### config.mk
export PLATFORM = sky130hd
export DESIGN_NAME = cmn_credit_sender
export DESIGN_NICKNAME = d
export VERILOG_FILES = /design/src/rtl/cmn_credit_sender.sv
export SDC_FILE = /design/constraint.sdc
export NUM_CORES = 1
export LEC_CHECK = 0
export CORE_AREA = 2 2 39 41
export CTS_BUF_LIST = sky130_fd_sc_hd__clkbuf_8
export DETAILED_ROUTE_END_ITERATION = 8
export DIE_AREA = 0 0 41 43
export PLACE_DENSITY = 0.8
export SLEW_MARGIN = 0
export SYNTH_ARGS = -nofsm -noshare
export SYNTH_HDL_FRONTEND = slang
export SYNTH_SLANG_ARGS = --single-unit
### constraint.sdc
create_clock -name clk -period 5.2 [get_ports clk]
set_input_delay 0.52 -clock clk [delete_from_list [all_inputs] [get_ports clk]]
set_output_delay 0.52 -clock clk [all_outputs]
set_load 0.005 [all_outputs]
### src/rtl/cmn_credit_sender.sv
// cmn_credit_sender: credit-based flow-control front end.
// Accepts messages on a val/rdy port, forwards them on a valid-only send port,
// spends one credit per message and reclaims credits returned by the consumer.
// A drain request stops new traffic until every credit is home, then pulses
// drain_done.
// Optional build macro: CMN_CREDIT_SENDER_OUT_REG_EN registers the send port
// (one-cycle latency). Without it the send port is a combinational pass-through.
module cmn_credit_sender #(
  parameter int p_msg_nbits    = 8,
  parameter int p_credit_nbits = 3,
  parameter int p_max_credits  = 4
) (
  input  logic                      clk,
  input  logic                      reset,
  input  logic [p_msg_nbits-1:0]    recv_msg,
  input  logic                      recv_val,
  output logic                      recv_rdy,
  output logic [p_msg_nbits-1:0]    send_msg,
  output logic                      send_val,
  input  logic                      credit_return,
  input  logic                      drain_req,
  output logic                      drain_done,
  output logic [p_credit_nbits-1:0] credits,
  output logic                      credits_zero,
  output logic                      credits_full,
  output logic                      credit_err
);

  typedef enum logic [1:0] {
    INIT  = 2'd0,
    RUN   = 2'd1,
    DRAIN = 2'd2
  } state_t;

  localparam logic [p_credit_nbits-1:0] MAX_CRED = p_credit_nbits'(p_max_credits);

  state_t                    state_q, state_d;
  logic [p_credit_nbits-1:0] credits_q, credits_d;
  logic                      credit_err_q, credit_err_d;
  logic                      xfer;

  // Handshake and status decode; drain_req closes the door in the cycle it is seen
  always_comb begin
    recv_rdy     = (state_q == RUN) && (credits_q != '0) && !drain_req;
    xfer         = recv_val && recv_rdy;
    drain_done   = (state_q == DRAIN) && (credits_q == MAX_CRED);
    credits      = credits_q;
    credits_zero = (credits_q == '0);
    credits_full = (credits_q == MAX_CRED);
    credit_err   = credit_err_q;
  end

  // Next-state for FSM, credit pool and sticky overflow flag
  always_comb begin
    state_d      = state_q;
    credits_d    = credits_q;
    credit_err_d = credit_err_q;
    case (state_q)
      INIT: begin
        // Returns arriving before the pool is loaded are deliberately dropped
        credits_d = MAX_CRED;
        state_d   = RUN;
      end
      default: begin
        if (xfer && !credit_return) begin
          credits_d = credits_q - 1'b1;
        end else if (credit_return && !xfer) begin
          if (credits_q < MAX_CRED) begin
            credits_d = credits_q + 1'b1;
          end else begin
            credit_err_d = 1'b1;
          end
        end
        if (state_q == RUN) begin
          state_d = drain_req ? DRAIN : RUN;
        end else if (drain_done) begin
          // Back to RUN; a still-high drain_req re-enters DRAIN next cycle
          state_d = RUN;
        end
      end
    endcase
  end

  // State registers, cleared asynchronously
  always_ff @(posedge clk or negedge reset) begin
    if (!reset) begin
      state_q      <= INIT;
      credits_q    <= '0;
      credit_err_q <= 1'b0;
    end else begin
      state_q      <= state_d;
      credits_q    <= credits_d;
      credit_err_q <= credit_err_d;
    end
  end

`ifdef CMN_CREDIT_SENDER_OUT_REG_EN
  logic                   send_val_q, send_val_d;
  logic [p_msg_nbits-1:0] send_msg_q, send_msg_d;

  // Capture accepted message; message holds its last value when idle
  always_comb begin
    send_val_d = xfer;
    send_msg_d = xfer ? recv_msg : send_msg_q;
  end

  // Send port registers; reset drops any in-flight send
  always_ff @(posedge clk or negedge reset) begin
    if (!reset) begin
      send_val_q <= 1'b0;
      send_msg_q <= '0;
    end else begin
      send_val_q <= send_val_d;
      send_msg_q <= send_msg_d;
    end
  end

  assign send_val = send_val_q;
  assign send_msg = send_msg_q;
`else
  assign send_val = xfer;
  assign send_msg = recv_msg;
`endif

endmodule

; Yosys cells after proc, flatten, opt, wreduce, memory -nomap -nowiden
; Cells that the tools add are included.
[word_totals]
register_bits = 6
latch_bits = 0
ramBits = 0
rom_bits = 0
input_bits = 13
output_inout_bits = 17
word_cells = 37
memories = 0
[classes]
add_sub_neg = 2
multipliers = 0
div = 0
magnitude_cmp = 1
eq_ne = 3
shift = 0
muxes = 8
bitwise = 3
n_reduce_logical = 17
[ops]
columns = op, n
row1 = 3-bit 2-to-1 mux, 4
row2 = 3-bit nonzero test, 4
row3 = 2-bit 2-to-1 mux, 4
row4 = 1-bit logical AND, 6
row5 = 4-bit AND reduction, 1
row6 = 3-bit by 1-bit adder with 3-bit output (second input constant), 1
row7 = 3-bit equality test (second input constant), 1
row8 = 1-bit zero test, 3
row9 = 3-bit zero test, 1
row10 = 3-bit less-than comparator (second input constant), 1
row11 = 1-bit inverter, 3
row12 = 3-bit by 1-bit subtractor with 3-bit output (second input constant), 1
row13 = 2-bit by 1-bit equality test with 1-bit output (second input constant), 1
row14 = 2-bit equality test (second input constant), 1
row15 = 2-bit zero test, 1
row16 = 2-bit AND reduction, 1

; Longest topological paths before layout
[depth]
depth_word = 9
mapped_depth = 7
ltp_nobuf = 7

; Least setup slack after synthesis
; No wires, ideal clock.
[synth_path]
kind = register -> register
startpoint = register credits_q[0], in the netlist credits[0]
endpoint = register credits_q[1], in the netlist credits[1]
setup_time_ps = 77
arrival_ps = 2084
t_required_ps = 5123
setup_slack_ps = 3039
path_stages_with_launch = 7
path_buffers = 0
synth_period_minus_slack_ps = 2161
path_cell_list = dfrtp_1 > nor3_2 > and4b_1 > ha_1 > fa_1 > or3b_1 > a21oi_1
[synth_via]
elab_chain_len = 8
word_cells_on_any_way = 17
classes_between = add/sub: 2 / order compare: 1 / mux: 4 / reduce/logical: 10
[synth_rtl]
columns = item, line
row1 = from (decl), 38  ; logic [p_credit_nbits-1:0] credits_q, credits_d;
row2 = from (signal assigned), 92  ; credits_q <= credits_d;
row3 = 3-bit nonzero test *, 44  ; recv_rdy = (state_q == RUN) && (credits_q != '0) && !drain_req;
row4 = 1-bit logical AND * (2 in series), 44
row5 = 1-bit logical AND *, 45  ; xfer = recv_val && recv_rdy;
row6 = named net send_val, 19  ; output logic send_val,
row7 = 1-bit zero test, 67  ; end else if (credit_return && !xfer) begin
row8 = 1-bit logical AND, 67
row9 = 3-bit nonzero test (no source line), n/a
row10 = 2-bit AND reduction (no source line), n/a
; Mark *: on every way through the listed nets, which the timed path passes. The rest lies on a longest branch. The select of a mux whose other input is x is not followed.
; A chain may end at the register's enable or synchronous reset.

; Worst setup path after layout
[layout_path]
startpoint = input port drain_req
endpoint = output port send_val
[layout_via]
elab_chain_len = 3
[layout_rtl]
columns = item, line
row1 = from (decl), 21  ; input logic drain_req,
row2 = 1-bit zero test, 44
row3 = 1-bit logical AND, 44
row4 = 1-bit logical AND, 45
row5 = to (decl), 19
; Every way passes these cells.

==> key figures <==
Worst setup path
  • Worst path arrival time: 1870 ps
  • CP max-delay cell: clkdlybuf4s50_1
  • Worst path depth: 4
  • Critical path type: input port to output pin
  • Setup crit start kind: input port
  • RR Endpoint: credits[1]
  • Worst Setup SP: drain_req
  • CP dominant cell by count: clkdlybuf4s50_1
  • R2r worst-path depth: 6
  • CP max FO: 4
  • Crit path max-delay family: buffers and inverters
  • Worst path cell trace: clkdlybuf4s50_1, nor2_1, and4b_1, clkdlybuf4s50_1
  • Crit path capture: send_val
  • CP peak stage delay: 510 ps
  • R2r setup slk: 2970 ps
  • Worst Path Required: 4680 ps
  • CP bufs+invs: 2
  • RR Startpoint: credits[0]
  • CP Capture Type: output pin

Floorplan
  • Die H: 43 um
  • Rows: 14
  • Initial Util: 0.319
  • Core outline area: 1380 um2
  • Ports: 30
  • Die Area: 1760 um2
  • Die Width: 41 um

Power and ir drop
  • Int Pwr: 183 uW
  • Power per cell area: 478 nW/um2
  • Worst VDD drop: 0.155 mV
  • Share of power burned in registers: 0.343
  • Final Power: 274 uW
  • Switch Pwr: 90.6 uW
  • Switching Fraction: 0.331
  • Clock Power Share: 0.250
  • Static leakage: 0.232 nW
  • Logic pwr share: 0.408

Clock tree
  • Worst-path clk slew: 40 ps
  • H-tree level count: 1
  • Post-CTS Setup Bufs: 0
  • Post-CTS sizing: 0
  • Post-cts hold buffer count: 0
  • Clock root cell: clkbuf_8
  • Max Root-Sink Buffers: 2
  • CTS tree: done
  • Clk Latency, worst-skew pair: 220 ps
  • Clock sink count: 6
  • CTS buffer count: 3

Route
  • Avg WL per Cell: 11.0 um
  • # DRC: 0
  • Post-DRT Antenna Nets: 0
  • TritonRoute pass-1 iters: 2
  • Drt initial violations: 2
  • DR vias/cell: 5.00
  • DRT Wirelength: 762 um
  • Vias post-DR: 345

Global route
  • GRT overflow: 0
  • Total GRT Usage: 0.109
  • Initial antenna violation count: 0
  • Largest net degree at the start of global routing: 9
  • Number of global-route vias before repair: 308
  • First-pass GRT wire length: 1260 um

Outcome
  • Outcome: finished, final reports clean

Placed design
  • Final GP Congestion: 0.727
  • Placed wire-length estimate: 601 um
  • Placed cell count: 66
  • Port bufs: 13

Cells and area
  • Most common cell after layout, fill and taps aside: clkdlybuf4s50_1
  • Syn-to-layout area delta: 29.7%
  • Final layout net count: 72
  • ANT cells: 0
  • Non-Filler Instances: 69
  • Leading cell types in the layout, fill and taps excluded: clkdlybuf4s50_1, dfrtp_1, a21oi_1
  • Share of layout cells above drive strength 1: 0.0943

Synthesis
  • Synth unique cells: 23
  • Synth Instances: 45
  • Synth top area share: 0.340
  • Syn Nets: 62
  • Area contributors post-synth: dfrtp_1, buf_4, ha_1
  • Sequential fraction of the synthesis area: 0.340
  • Seq cells post-synth: 6
  • Synth area leader: dfrtp_1
  • Average size of a mapped cell: 9.81 um2
  • Synthesized area: 442 um2
  • Yosys warnings: 0

Timing
  • Peak Freq: 419 MHz
  • Final setup viols: 0
  • Number of hold violations in the final report: 0
  • Clock skew: 2.21 ps
  • Slew @ Worst Pin: 259 ps
  • Setup TNS: 0 ps
  • Headroom to the max-slew limit: 0.827
  • Unrepaired setup endpoints after global routing: no
  • Hold Worst Slack: 458 ps
  • Fin. max-slew vios: 0
  • Period Utilization, post-route: 0.459
  • Final worst path period need: 2390 ps

Run
  • Max cap viols: 0

Worst hold path
  • HP Class: register to register
==> power groups by stage <==
stage	registers, mW	logic [mW]	clock network [mW]
6_report	0.0938	0.112	0.0685
5_1_grt	0.0996	0.126	0.0716
4_1_cts	0.0940	0.113	0.0711
3_5_place_dp	0.0947	0.113	0
3_3_place_gp	0.0946	0.110	0
2_1_floorplan	0.0891	0.0657	0
==> worst min-delay path by stage <==
stage | startpoint | endpoint | slack (ps) | cells past startpoint
after global placement | credit_err | credit_err | 450 | 1
after CTS | credit_err | credit_err | 460 | 1
after floorplan | reset | credit_err | 220 | 0
after detailed placement | credit_err | credit_err | 460 | 1
after global routing | credit_err | credit_err | 480 | 1
final | credit_err | credit_err | 460 | 1
==> synth_stat cells <==
| library cell | instances |
|---|---|
| ha_1 | 3 |
| and4b_1 | 1 |
| nor4_1 | 1 |
| fa_1 | 1 |
| a21oi_1 | 4 |
| and3_1 | 1 |
| buf_4 | 8 |
| nor3b_2 | 1 |
| or3b_1 | 1 |
| nor3_2 | 1 |
| nand2_1 | 1 |
| a31o_1 | 1 |
| o311ai_1 | 1 |
| dfrtp_1 | 6 |
| o21ai_0 | 3 |
| nand4b_1 | 1 |
| nand2b_1 | 1 |
| inv_1 | 3 |
| nor2_1 | 2 |
| or3_1 | 1 |
| xor2_1 | 1 |
| or2_1 | 1 |
| o22a_1 | 1 |
==> stage by stage <==
| stage | setup WS (ps) | instance area [um2] | util |
|---|---|---|---|
| after floorplan | 3040 | 442 | - |
| after global placement | 2670 | 532 | 0.384 |
| after detailed placement | 2640 | 532 | 0.384 |
| after CTS | 2810 | 573 | 0.414 |
| after global routing | 2730 | 573 | 0.414 |
| final | 2810 | 573 | 0.414 |
==> cell families after synthesis <==
kind of cell / Yosys count / synth area share
AND/OR/NAND/NOR: 13 / 0.210
flip-flops: 6 / 0.340
buffers and inverters: 11 / 0.161
AO/OA/AOI/OAI: 10 / 0.139
adder cells (fa/ha/maj): 4 / 0.130
XOR/XNOR: 1 / 0.0198
==> per-layer routing <==
metal  GRT usage  up-vias  share of wire  wire length [um]
li1            -      169              -                 -
met1       0.148      159           0.49               375
met2       0.131       13           0.40               307
met3           0        4          0.058                44
met4       0.140        0          0.045                34
met5           0        -              0                 0
==> sequential cells by signal, indices dropped and copies added (netlist names) <==
register    flops
credits         3
state_q         2
credit_err      1
==> worst register-to-register path, cell delays in order, from the launching register on <==
cell     delay, ps
dfrtp_1        450
nor3_2         290
and4b_1        250
ha_1           220
fa_1           470
or3b_1         340
a21oi_1        120
==> area by class of cell <==
cell class / instances / area, um2
multi-input combinational: 28 / 220
inverter: 3 / 11.3
tap: 16 / 20.0
fill: 152 / 811
sequential: 6 / 150
timing repair buffer: 13 / 130
clock buffer: 3 / 41.3
Power figures use the tool's default switching activity.
